<file path="src/rtl/mips_load_store_unit_pkg.sv">
// -----------------------------------------------------------------------------
// mips_load_store_unit_pkg
// Shared definitions for the MEM-stage load/store unit: data/address widths,
// the load/store operation encoding and the unit's FSM state encoding.
// -----------------------------------------------------------------------------
package mips_load_store_unit_pkg;

   localparam int Data_Width          = 32;
   localparam int Data_Mem_Addr_Width = 8;
   localparam int Byte_Addr_Width     = Data_Mem_Addr_Width + 2;

   // Pipeline load/store operation codes.
   typedef enum logic [2:0] {
      LW  = 3'd0,
      LH  = 3'd1,
      LHU = 3'd2,
      LB  = 3'd3,
      LBU = 3'd4,
      SW  = 3'd5,
      SH  = 3'd6,
      SB  = 3'd7
   } ls_op_t;

   // Unit state: IDLE accepts requests, RMW_WR performs the write half of SH/SB.
   typedef enum logic [0:0] {
      IDLE   = 1'b0,
      RMW_WR = 1'b1
   } ls_state_t;

endpackage

</file>
<file path="src/rtl/mips_load_store_unit_lane.sv">
// -----------------------------------------------------------------------------
// mips_ls_lane
// Purely combinational big-endian lane logic (byte offset 0 = bits [31:24]).
// Ports:
//   acc_word/acc_offset/acc_op  : word read in the accept cycle and the request
//   acc_load_data               : selected lane, sign/zero extended (0 for stores)
//   acc_misaligned              : request alignment violation or unknown op
//   rmw_word/rmw_offset/rmw_op  : latched word and request of a pending SH/SB
//   rmw_lane                    : latched store data (byte/halfword in low bits)
//   rmw_merged                  : latched word with the target lane replaced
// -----------------------------------------------------------------------------
module mips_ls_lane
   import mips_load_store_unit_pkg::*;
(
   input  logic [Data_Width-1:0] acc_word,
   input  logic [1:0]            acc_offset,
   input  ls_op_t                acc_op,
   output logic [Data_Width-1:0] acc_load_data,
   output logic                  acc_misaligned,
   input  logic [Data_Width-1:0] rmw_word,
   input  logic [1:0]            rmw_offset,
   input  ls_op_t                rmw_op,
   input  logic [15:0]           rmw_lane,
   output logic [Data_Width-1:0] rmw_merged
);

   logic [7:0]  acc_byte_s;
   logic [15:0] acc_half_s;

   // Select the addressed byte and halfword of the read word.
   always_comb begin
      acc_byte_s = 8'h00;
      case (acc_offset)
         2'd0:    acc_byte_s = acc_word[31:24];
         2'd1:    acc_byte_s = acc_word[23:16];
         2'd2:    acc_byte_s = acc_word[15:8];
         2'd3:    acc_byte_s = acc_word[7:0];
         default: acc_byte_s = 8'h00;
      endcase
      if (acc_offset[1]) begin
         acc_half_s = acc_word[15:0];
      end else begin
         acc_half_s = acc_word[31:16];
      end
   end

   // Extend the selected lane according to the load type.
   always_comb begin
      acc_load_data = 32'h0000_0000;
      case (acc_op)
         LW:      acc_load_data = acc_word;
         LH:      acc_load_data = {{16{acc_half_s[15]}}, acc_half_s};
         LHU:     acc_load_data = {16'h0000, acc_half_s};
         LB:      acc_load_data = {{24{acc_byte_s[7]}}, acc_byte_s};
         LBU:     acc_load_data = {24'h00_0000, acc_byte_s};
         default: acc_load_data = 32'h0000_0000;
      endcase
   end

   // Alignment rule by access size; anything unrecognised is rejected too.
   always_comb begin
      acc_misaligned = 1'b1;
      case (acc_op)
         LW, SW:      acc_misaligned = (acc_offset != 2'd0);
         LH, LHU, SH: acc_misaligned = acc_offset[0];
         LB, LBU, SB: acc_misaligned = 1'b0;
         default:     acc_misaligned = 1'b1;
      endcase
   end

   // Replace the target lane of the latched word with the store data.
   always_comb begin
      rmw_merged = rmw_word;
      case (rmw_op)
         SB: begin
            case (rmw_offset)
               2'd0:    rmw_merged[31:24] = rmw_lane[7:0];
               2'd1:    rmw_merged[23:16] = rmw_lane[7:0];
               2'd2:    rmw_merged[15:8]  = rmw_lane[7:0];
               2'd3:    rmw_merged[7:0]   = rmw_lane[7:0];
               default: rmw_merged        = rmw_word;
            endcase
         end
         SH: begin
            if (rmw_offset[1]) begin
               rmw_merged[15:0] = rmw_lane;
            end else begin
               rmw_merged[31:16] = rmw_lane;
            end
         end
         default: rmw_merged = rmw_word;
      endcase
   end

endmodule

</file>
<file path="src/rtl/mips_load_store_unit.sv">
// -----------------------------------------------------------------------------
// mips_load_store_unit
// Bridges pipeline byte-addressed loads/stores onto a word-wide data memory
// (combinational read, synchronous write). Loads and SW complete in one cycle;
// SH/SB are read in the accept cycle and written back in RMW_WR.
// Ports:
//   clk, rst_n                         : clock, async active-low reset
//   req_valid/req_ready                : request handshake
//   req_op/req_addr/req_wdata          : operation, byte address, store data
//   resp_valid/resp_rdata/resp_err     : one-cycle completion pulse and result
//   mem_addr/mem_we/mem_wdata/mem_rdata: data memory interface
// -----------------------------------------------------------------------------
module mips_load_store_unit
   import mips_load_store_unit_pkg::*;
(
   input  logic                           clk,
   input  logic                           rst_n,
   input  logic                           req_valid,
   output logic                           req_ready,
   input  logic [2:0]                     req_op,
   input  logic [Byte_Addr_Width-1:0]     req_addr,
   input  logic [Data_Width-1:0]          req_wdata,
   output logic                           resp_valid,
   output logic [Data_Width-1:0]          resp_rdata,
   output logic                           resp_err,
   output logic [Data_Mem_Addr_Width-1:0] mem_addr,
   output logic                           mem_we,
   output logic [Data_Width-1:0]          mem_wdata,
   input  logic [Data_Width-1:0]          mem_rdata
);

   ls_state_t                      state_r;
   ls_state_t                      next_state_s;
   ls_op_t                         req_op_s;
   logic                           accept_s;
   logic                           capture_s;
   logic                           mem_we_s;
   logic                           resp_valid_s;
   logic [Data_Width-1:0]          resp_rdata_s;
   logic                           resp_err_s;
   logic [Data_Width-1:0]          acc_load_data_s;
   logic                           acc_misaligned_s;
   logic [Data_Width-1:0]          rmw_merged_s;

   // State captured in the accept cycle of an SH/SB.
   logic [Data_Width-1:0]          rmw_word_r;
   logic [Data_Mem_Addr_Width-1:0] rmw_addr_r;
   logic [1:0]                     rmw_off_r;
   ls_op_t                         rmw_op_r;
   logic [15:0]                    rmw_lane_r;

   assign req_op_s  = ls_op_t'(req_op);
   assign req_ready = (state_r == IDLE) && rst_n;
   assign accept_s  = req_valid && req_ready;
   // Gated by rst_n so a reset in RMW_WR can never leak a partial write.
   assign mem_we    = mem_we_s && rst_n;

   mips_ls_lane u_lane (
      .acc_word       (mem_rdata),
      .acc_offset     (req_addr[1:0]),
      .acc_op         (req_op_s),
      .acc_load_data  (acc_load_data_s),
      .acc_misaligned (acc_misaligned_s),
      .rmw_word       (rmw_word_r),
      .rmw_offset     (rmw_off_r),
      .rmw_op         (rmw_op_r),
      .rmw_lane       (rmw_lane_r),
      .rmw_merged     (rmw_merged_s)
   );

   // Next-state, memory write enable and next response values.
   always_comb begin
      next_state_s = state_r;
      mem_we_s     = 1'b0;
      capture_s    = 1'b0;
      resp_valid_s = 1'b0;
      resp_rdata_s = 32'h0000_0000;
      resp_err_s   = 1'b0;
      case (state_r)
         IDLE: begin
            if (accept_s) begin
               if (acc_misaligned_s) begin
                  resp_valid_s = 1'b1;
                  resp_err_s   = 1'b1;
               end else begin
                  case (req_op_s)
                     SW: begin
                        mem_we_s     = 1'b1;
                        resp_valid_s = 1'b1;
                     end
                     SH, SB: begin
                        capture_s    = 1'b1;
                        next_state_s = RMW_WR;
                     end
                     default: begin
                        resp_valid_s = 1'b1;
                        resp_rdata_s = acc_load_data_s;
                     end
                  endcase
               end
            end else begin
               next_state_s = IDLE;
            end
         end
         RMW_WR: begin
            // Response for the SH/SB is registered at the end of the write cycle.
            mem_we_s     = 1'b1;
            resp_valid_s = 1'b1;
            next_state_s = IDLE;
         end
         default: next_state_s = IDLE;
      endcase
   end

   // Memory address/data mux: live request in IDLE, latched RMW word in RMW_WR.
   always_comb begin
      mem_addr  = req_addr[Byte_Addr_Width-1:2];
      mem_wdata = req_wdata;
      case (state_r)
         RMW_WR: begin
            mem_addr  = rmw_addr_r;
            mem_wdata = rmw_merged_s;
         end
         default: begin
            mem_addr  = req_addr[Byte_Addr_Width-1:2];
            mem_wdata = req_wdata;
         end
      endcase
   end

   // FSM state register.
   always_ff @(posedge clk or negedge rst_n) begin
      if (!rst_n) begin
         state_r <= IDLE;
      end else begin
         state_r <= next_state_s;
      end
   end

   // Registered response outputs.
   always_ff @(posedge clk or negedge rst_n) begin
      if (!rst_n) begin
         resp_valid <= 1'b0;
         resp_rdata <= 32'h0000_0000;
         resp_err   <= 1'b0;
      end else begin
         resp_valid <= resp_valid_s;
         resp_rdata <= resp_rdata_s;
         resp_err   <= resp_err_s;
      end
   end

   // Capture the read word and request fields of an accepted SH/SB.
   always_ff @(posedge clk or negedge rst_n) begin
      if (!rst_n) begin
         rmw_word_r <= 32'h0000_0000;
         rmw_addr_r <= '0;
         rmw_off_r  <= 2'd0;
         rmw_op_r   <= LW;
         rmw_lane_r <= 16'h0000;
      end else if (capture_s) begin
         rmw_word_r <= mem_rdata;
         rmw_addr_r <= req_addr[Byte_Addr_Width-1:2];
         rmw_off_r  <= req_addr[1:0];
         rmw_op_r   <= req_op_s;
         rmw_lane_r <= req_wdata[15:0];
      end else begin
         rmw_word_r <= rmw_word_r;
         rmw_addr_r <= rmw_addr_r;
         rmw_off_r  <= rmw_off_r;
         rmw_op_r   <= rmw_op_r;
         rmw_lane_r <= rmw_lane_r;
      end
   end

endmodule

</file>
<file path="config.mk">
export PLATFORM = sky130hd
export DESIGN_NAME = mips_load_store_unit
export DESIGN_NICKNAME = d
export VERILOG_FILES = /design/src/rtl/mips_load_store_unit_pkg.sv /design/src/rtl/mips_load_store_unit_lane.sv /design/src/rtl/mips_load_store_unit.sv
export SDC_FILE = /design/constraint.sdc
export NUM_CORES = 1
export LEC_CHECK = 0
export ABC_AREA = 0
export BUFFER_PORTS_ARGS = -buffer_cell sky130_fd_sc_hd__buf_2
export CORE_ASPECT_RATIO = 0.9
export CORE_MARGIN = 8
export CORE_UTILIZATION = 53
export CTS_CLUSTER_SIZE = 20
export DETAILED_ROUTE_END_ITERATION = 16
export GPL_TIMING_DRIVEN = 1
export HOLD_SLACK_MARGIN = 0.1
export PLACE_DENSITY = 0.83
export REMOVE_ABC_BUFFERS = 1
export SLEW_MARGIN = 20
export SYNTH_ARGS = -nofsm -noshare
export SYNTH_HDL_FRONTEND = slang
export SYNTH_SLANG_ARGS = --single-unit
</file>
<file path="constraint.sdc">
create_clock -name clk -period 1.8 [get_ports clk]
set_clock_uncertainty 0.05 [all_clocks]
set_input_delay 0.27 -clock clk [delete_from_list [all_inputs] [get_ports clk]]
set_output_delay 0.27 -clock clk [all_outputs]
set_load 0.005 [all_outputs]
</file>
Yosys cells after proc, flatten, opt, wreduce, memory -nomap -nowiden:

Cells that the tools add are included.

* register bits after elaboration: 96
* input bits: 80
* output and inout port bits: 76
* logic and storage cells: 70

* equal/unequal tests: 15
* multiplexer cells: 33
* bitwise logic cells: 1
* reductions and logical operators: 12

Operator list (number)
* 2-to-1 mux 32 bit: 5
* one-hot mux 32 bit (5 select lines): 1
* one-hot mux 32 bit (2 select lines): 1
* 2-to-1 mux 16 bit: 3
* 2-to-1 mux 8 bit: 5
* one-hot mux 8 bit (4 select lines): 1
* == test 3 bit, second input constant: 6
* 2-to-1 mux 1 bit: 13
* OR reduction 3 bit: 3
* == test 2 bit, second input constant: 4
* == test 3 x 2 -> 1 bit, second input constant: 2
* one-hot mux 1 bit (2 select lines): 3
* == test 2 x 1 -> 1 bit, second input constant: 2
* logical NOT 2 bit: 2
* OR reduction 2 bit: 2
* == test 3 x 1 -> 1 bit, second input constant: 1
* logical AND 1 bit: 3
* logical NOT 3 bit: 1
* one-hot mux 1 bit (3 select lines): 1
* nonzero test 2 bit: 1
* NOT 1 bit: 1

Depth between registers and ports, before layout:

Gate-level depths: netlist of the first run.

* depth after elaboration: 7
* gate-level depth with buffers: 6
* depth with buffers taken out: 4

By module:

A second synthesis of the first run with hierarchy kept.

* cell total of the unflattened synthesis: 431
* area, all modules: 5405.2 sq um

By module, submodules not included
* mips_load_store_unit: times used 1, cells an instance 254, area an instance 3943.8 sq um, sequential area each 2402.3 sq um
* mips_ls_lane: times used 1, cells an instance 177, area an instance 1461.4 sq um, sequential area each 0.0 sq um

Least setup slack after synthesis of the first run:

Ideal clock, no wire load.

* path kind: reg2out
* from: register rmw_off_r[1]
* to: output mem_wdata[31]
* arrival: 1.364 ns
* required time: 1.480 ns
* path slack: 0.116 ns
* stages on the path, launching flop included: 6
* path buffers: 1
* cell sequence: dfrtp_1 buf_2 nor2_2 mux2i_1 o211ai_1 o22a_1

* cells in the longest elaborated chain, start to end: 4
* elaborated cells on any way between the ends: 5
* those cells by class: 4 x mux; 1 x reduce/logical

Ends and longest elaborated chain
* start, declared: line mips_load_store_unit.sv:48 `logic [1:0] rmw_off_r;`
* start signal, assigned: line mips_load_store_unit.sv:164 `rmw_off_r <= req_addr[1:0];`
* start signal, assigned: line mips_load_store_unit.sv:170 `rmw_off_r <= rmw_off_r;`
* logical NOT 2 bit: line mips_load_store_unit_lane.sv:76 `case (rmw_offset)`
* 2-to-1 mux 8 bit: line mips_load_store_unit_lane.sv:76
* one-hot mux 32 bit (2 select lines) *: line mips_load_store_unit_lane.sv:74 `case (rmw_op)`
* 2-to-1 mux 32 bit *: line mips_load_store_unit.sv:119 `case (state_r)`
* end, declared: line mips_load_store_unit.sv:28 `output logic [Data_Width-1:0] mem_wdata,`

Every way passes the cells marked *; elsewhere a longest branch is shown, timed or not.

Worst setup path after layout of the first run:

* from: register rmw_op_r[0]
* to: output mem_wdata[6]

* cells in the longest elaborated chain, start to end: 3
* elaborated cells on any way between the ends: 4
* those cells by class: 2 x eq/ne; 2 x mux

Ends and longest elaborated chain
* start, declared: line mips_load_store_unit.sv:49 `ls_op_t rmw_op_r;`
* start signal, assigned: line mips_load_store_unit.sv:165 `rmw_op_r <= req_op_s;`
* start signal, assigned: line mips_load_store_unit.sv:171 `rmw_op_r <= rmw_op_r;`
* == test 3 bit: line mips_load_store_unit_lane.sv:74
* one-hot mux 32 bit (2 select lines) *: line mips_load_store_unit_lane.sv:74
* 2-to-1 mux 32 bit *: line mips_load_store_unit.sv:119

Marked as above.

==> results of run 1 <==
-- cells in the mapped netlist, types with 10 or more instances --
library cell,count
o21a_1,10
a21oi_1,44
o22a_1,14
dfrtp_1,96
o21ai_0,19
nand2_1,44
mux2_1,22
mux2_2,46
buf_2,11
o211ai_1,14
mux2i_1,35
a21oi_2,13
clkbuf_1,19
nor2_1,35
-- cell families after synthesis --
| kind of cell | count (synthesis) | share of synthesized area, % |
|---|---|---|
| AO/OA/AOI/OAI | 135 | 17.0 |
| buffers and inverters | 44 | 4.22 |
| flip-flops | 96 | 44.5 |
| multiplexers | 110 | 23.6 |
| AND/OR/NAND/NOR | 120 | 10.6 |
-- power breakdown --
| group | internal [mW] | total (mW) | switching (mW) |
|---|---|---|---|
| Clock | 1.49 | 2.31 | 0.818 |
| Combinational | 1.04 | 1.99 | 0.958 |
| Sequential | 2.51 | 2.84 | 0.329 |
-- how the worst max path moves through the flow --
| stage | endpoint | slack [ns] |
|---|---|---|
| after floorplan | rmw_addr_r[0] | -1.27 |
| after global placement | mem_wdata[3] | -0.003 |
| after detailed placement | mem_wdata[4] | -0.07 |
| after CTS | mem_wdata[22] | -0.30 |
| after global routing | mem_wdata[2] | -0.41 |
| final | mem_wdata[6] | -0.33 |
-- sequential cells by signal (all words and copies together), names as in the netlist --
signal      cells
resp_err        1
resp_rdata     32
resp_valid      1
rmw_addr_r      8
rmw_lane_r     16
rmw_off_r       2
rmw_op_r        3
rmw_word_r     32
state_r         1
-- timing repair --
action / 4_1_cts / 5_1_grt
endpoints found under the setup margin: 40 / 92
resized for setup: 16 / 8
pin swaps: 11 / 10
setup buffers: 3 / 2
hold endpoints to repair: 96 / 96
gates cloned: 0 / 2
-- per-stage QoR --
stage,TNS (ns),instance area (µm²),worst slack (ns)
floorplan,-128.26,5180,-1.27
global placement,-0.00366,6420,-0.00317
detailed placement,-0.380,6420,-0.0703
CTS,-8.30,6860,-0.305
global route,-14.32,6960,-0.412
finish,-8.14,6960,-0.330
-- cell type report --
cell class	instances	area, µm²
inverters	3	11.3
clock buffers	9	225
diodes	1	2.50
multi-input cells	365	2800
clock inverters	6	133
repair buffers	194	1220
fillers	746	3120
well taps	129	161
flip-flops and latches	96	2400
-- worst reg2reg max path: stages (launching register included) --
cell	delay, ns
dfrtp_2	0.44
nor2b_1	0.23
nand2_1	0.16
nor2_4	0.21
buf_12	0.23
mux2_2	0.38
-- metal layers --
layer  track usage [%]  up-vias  wire (µm)
li1                  -     2156          -
met1              28.0     2306       6650
met2              36.3      217       7440
met3              6.47       35       1350
met4              7.63        2        424
met5                 0        -         12
==> results.yml, run 1 <==
floorplanning:
  start_util_pct: 53.5
  core_um2: 10100
  die-height_um: 112
  die_x_um: 122
  num_rows: 35
  pin_count: 156
  die_area_um2: 13700
place:
  routabilityCongestion: 0.888
  numPortBuffers: 155
  dp_cells: 780
  hpwl_mm: 11.5
cts:
  cts_max_level: 3
  clockRootBuffer: "clkbuf_16"
  clock_latency_ns: 0.34
  numClockSinks: 96
  clockBufferDepth: 2
  clkTransAtPathRegs_ns: 0.07
  cts_tree: "yes"
  numCtsBuffers: 9
critical_path:
  cp.depth: 6
  path_delay_family: "simple AND/OR/NAND/NOR gates"
  critPathLaunchType: "flip-flop"
  timing.rr.end: "rmw_word_r[10]"
  critPathSlowestCell: "dfrtp_1"
  critPathLaunch: "rmw_op_r[0]"
  rr_startpoint: "state_r"
  worstPathArrival_ns: 1.81
  worstSetupPathType: "reg2out"
  cp_slowest_stage_delay_ns: 0.39
  crit_buf_inv: 2
  crit_required_ns: 1.48
  path_cells: "nor2b_4 > nand3b_1 > buf_4 > mux2i_1 > a21oi_2 > buf_2"
  r2r_slack_ns: -0.02
  reg2reg_depth: 5
  critPathMaxFanout: 3
  end_kind: "primary output"
drt:
  avgViaCountPerCell: 5.87
  drt-initial-drc-count: 399
  vias: 4716
  avgRoutedWirePerCell_um: 19.8
  ant_nets: 0
  wl_mm: 15.9
  first_pass_iters: 5
  drc: 0
finish:
  instances_no_fill: 803
  final_common_cell: "buf_2"
  area_delta_synth_final_pct: 29.0
  final_cell_mix: "154 x buf_2, 94 x dfrtp_1, 46 x mux2_2, 44 x nand2_1, 42 x a21oi_1"
  fin_nets: 749
  drive_gt1_share_pct: 44.0
  fin_util_pct: 69.1
flow_run:
  drv_cap: 0
logic_synthesis:
  synth_flop_cell: "dfrtp_1"
  synth_cells: 505
  ys_seq_area_share_pct: 44.5
  yosys-top-cells-area: "dfrtp_1 45%, mux2_2 9.6%, mux2i_1 6.5%"
  ys_seq_elements: 96
  yosys.cell_types.count: 43
  syn_area_um2: 5390
  synth.top_cell.area_share_pct: 44.5
  synth_edf_count: 0
  ys.warnings.count: 0
  synthArstFlopShare_pct: 100
  avgSynthCellArea_um2: 10.7
  synth_top_area_cell: "dfrtp_1"
global_routing:
  grt_pass1_vias: 4896
  grt_pass1_wl_mm: 24.7
  grtUsageTotal_pct: 22.4
  antenna_found_initial: 2
  grt_max_degree: 99
  gr-total-overflow: 0
outcome:
  violations: "negative hold slack, negative setup slack"
  status: "complete, but fails checks"
timing:
  rsz0062_at_grt: "yes"
  hold_viol_final: 10
  setup_slack_ns: -0.330
  finalCriticalPeriod_ns: 2.13
  worst_slew_pin_slew_ns: 0.695
  hold_ws_ns: -0.0426
  setup_viol: 53
  report.final.slew_viol_count: 0
  post-route-period-util_pct: 118
  max_freq_mhz: 470
  slew_headroom_pct: 53.6
power_and_ir_drop:
  peakVddDrop_v: 0.000579
  total_power_mw: 7.14
  p_leak_nw: 3.26
  power_density_nw_per_um2: 1030
worst_hold_path:
  hold_path_class: "in2async"
No activity file was read; power rests on OpenSTA's default activity.
==> run 2: changes to the inputs <==
--- a/config.mk
+++ b/config.mk
@@ -7,8 +7,7 @@
 export LEC_CHECK = 0
 export ABC_AREA = 0
 export BUFFER_PORTS_ARGS = -buffer_cell sky130_fd_sc_hd__buf_2
-export CORE_ASPECT_RATIO = 0.9
-export CORE_MARGIN = 8
+export CORE_MARGIN = 1.5
 export CORE_UTILIZATION = 53
 export CTS_CLUSTER_SIZE = 20
 export DETAILED_ROUTE_END_ITERATION = 16
==> run 2 against run 1 <==
Against the previous run:
- the run still ends with negative hold slack, negative setup slack left
- flip-flop and latch count unchanged
- cell area increased by 10%
- sequential share of layout area decreased by 3.1 points
- first-iteration DRC count decreased by 9.5%
- core utilization increased by 8.9 points
- global-route usage increased by 7.8 points
- critical path depth unchanged
- non-clock buffer count increased by 38
- count of clock-buffer cells in the layout increased by 1
- sequential power increased by 2%
- largest power group unchanged
- critical path type unchanged
==> results.yml, run 2 (same netlist as run 1, synthesis figures left out) <==
timing:
  rsz0062_at_grt: "yes"
  hold_ws_ns: -0.0550
  report.final.slew_viol_count: 0
  max_freq_mhz: 454
  setup_viol: 100
  worst_slew_pin_slew_ns: 0.828
  hold_viol_final: 44
  slew_headroom_pct: 44.7
  setup_slack_ns: -0.402
  finalCriticalPeriod_ns: 2.20
  post-route-period-util_pct: 122
finish:
  top_regs: "resp_rdata x32, rmw_word_r x32, rmw_lane_r x16"
  fin_nets: 787
  final_common_cell: "buf_2"
  instances_no_fill: 845
  fin_area_um2: 7650
  final_cell_mix: "152 x buf_2, 93 x dfrtp_1, 60 x mux2_4, 43 x nand2_1, 40 x a21oi_1"
  area_delta_synth_final_pct: 41.9
  drive_gt1_share_pct: 48.2
  diodes: 0
flow_run:
  drv_cap: 0
power_and_ir_drop:
  p_leak_nw: 3.60
  power_density_nw_per_um2: 877
  total_power_mw: 6.71
  peakVddDrop_v: 0.000679
global_routing:
  grt_max_degree: 53
  grt_pass1_wl_mm: 25.7
  grtUsageTotal_pct: 30.2
  gr-total-overflow: 0
  grt_pass1_vias: 4987
  antenna_found_initial: 0
outcome:
  status: "complete, but fails checks"
  violations: "negative hold slack, negative setup slack"
floorplanning:
  num_rows: 36
  die_x_um: 104
  start_util_pct: 54.9
  die_area_um2: 10800
  core_um2: 9820
  die-height_um: 104
  pin_count: 156
drt:
  drc: 0
  first_pass_iters: 7
  avgRoutedWirePerCell_um: 22.3
  wl_mm: 18.9
  vias: 5267
  ant_nets: 0
  drt-initial-drc-count: 361
  avgViaCountPerCell: 6.23
critical_path:
  critPathLaunchType: "flip-flop"
  worstSetupPathType: "reg2out"
  crit_required_ns: 1.48
  worstPathArrival_ns: 1.88
  end_kind: "primary output"
  critPathMaxFanout: 19
cts:
  cts_max_level: 3
  clkTransAtPathRegs_ns: 0.10
  numClockSinks: 96
  cts_tree: "yes"
  numCtsBuffers: 9
  clockRootBuffer: "clkbuf_8"
  clock_latency_ns: 0.38
  holdBufCountCts: 23
  clockBufferDepth: 2
place:
  hpwl_mm: 10.5
  dp_slack_ns: 0.0105
  routabilityCongestion: 0.867
  place_area_um2: 6430
  dp_cells: 782
  numPortBuffers: 155
worst_hold_path:
  hold_path_class: "in2async"
## run 2: critical path: stages, from the launching register on
cell and delay, ns:
dfrtp_1 0.43, buf_8 0.20, nand2_1 0.15, buf_4 0.20, o211ai_1 0.24, o22a_1 0.16, buf_2 0.11
## run 2: path summary, 6_finish.rpt
| path | from | endpoint | slack [ns] | cells past startpoint |
|---|---|---|---|---|
| max in group asynchronous | rst_n | resp_rdata[18] | 0.71 | 3 |
| min in group clk | req_wdata[6] | rmw_lane_r[6] | 0.11 | 2 |
| worst min-delay path | rst_n | rmw_word_r[7] | -0.05 | 2 |
| worst max register to register | state_r | rmw_word_r[5] | -0.28 | 8 |
| worst min register to register | rmw_addr_r[7] | rmw_addr_r[7] | 0.47 | 1 |
| worst max-delay path | rmw_op_r[0] | mem_wdata[24] | -0.40 | 6 |
## run 2: metal layers
metal | routed length [µm] | global-route usage (%)
met5 | 0 | 0
met4 | 809 | 11.8
met3 | 1530 | 5.26
met2 | 9230 | 50.6
met1 | 7290 | 39.1
## run 2: timing repair
item / in CTS / in global routing
buffers inserted: 6 / 10
pin swaps: 5 / 11
gates resized for setup: 18 / 96
hold endpoints to repair: 67 / 44
endpoints found under the setup margin: 40 / 100
cloned: 5 / 6
## run 2: report_power, final
group,switching (mW),internal (mW),leakage [nW]
Combinational,1.11,1.34,2.29
Clock,0.809,0.546,0.0968
Sequential,0.400,2.51,1.21
## run 2: metrics by stage
| step | setup TNS [ns] | hold WS [ns] | utilization [%] |
|---|---|---|---|
| after floorplan | -128.26 | -0.0756 | - |
| after global placement | 0 | 0.360 | 65.4 |
| after detailed placement | 0 | 0.372 | 65.4 |
| after CTS | -8.73 | -0.0408 | 72.3 |
| after global routing | -28.73 | -0.0142 | 77.9 |
| final | -22.75 | -0.0550 | 77.9 |
## run 2: area by class of cell
| type | count | area (µm²) |
|---|---|---|
| inverters | 3 | 11.3 |
| multi-input cells | 365 | 3070 |
| clock inverters | 6 | 41.3 |
| fillers | 615 | 2170 |
| repair buffers | 232 | 1820 |
| flip-flops and latches | 96 | 2410 |
| well taps | 133 | 166 |
| clock buffers | 10 | 138 |
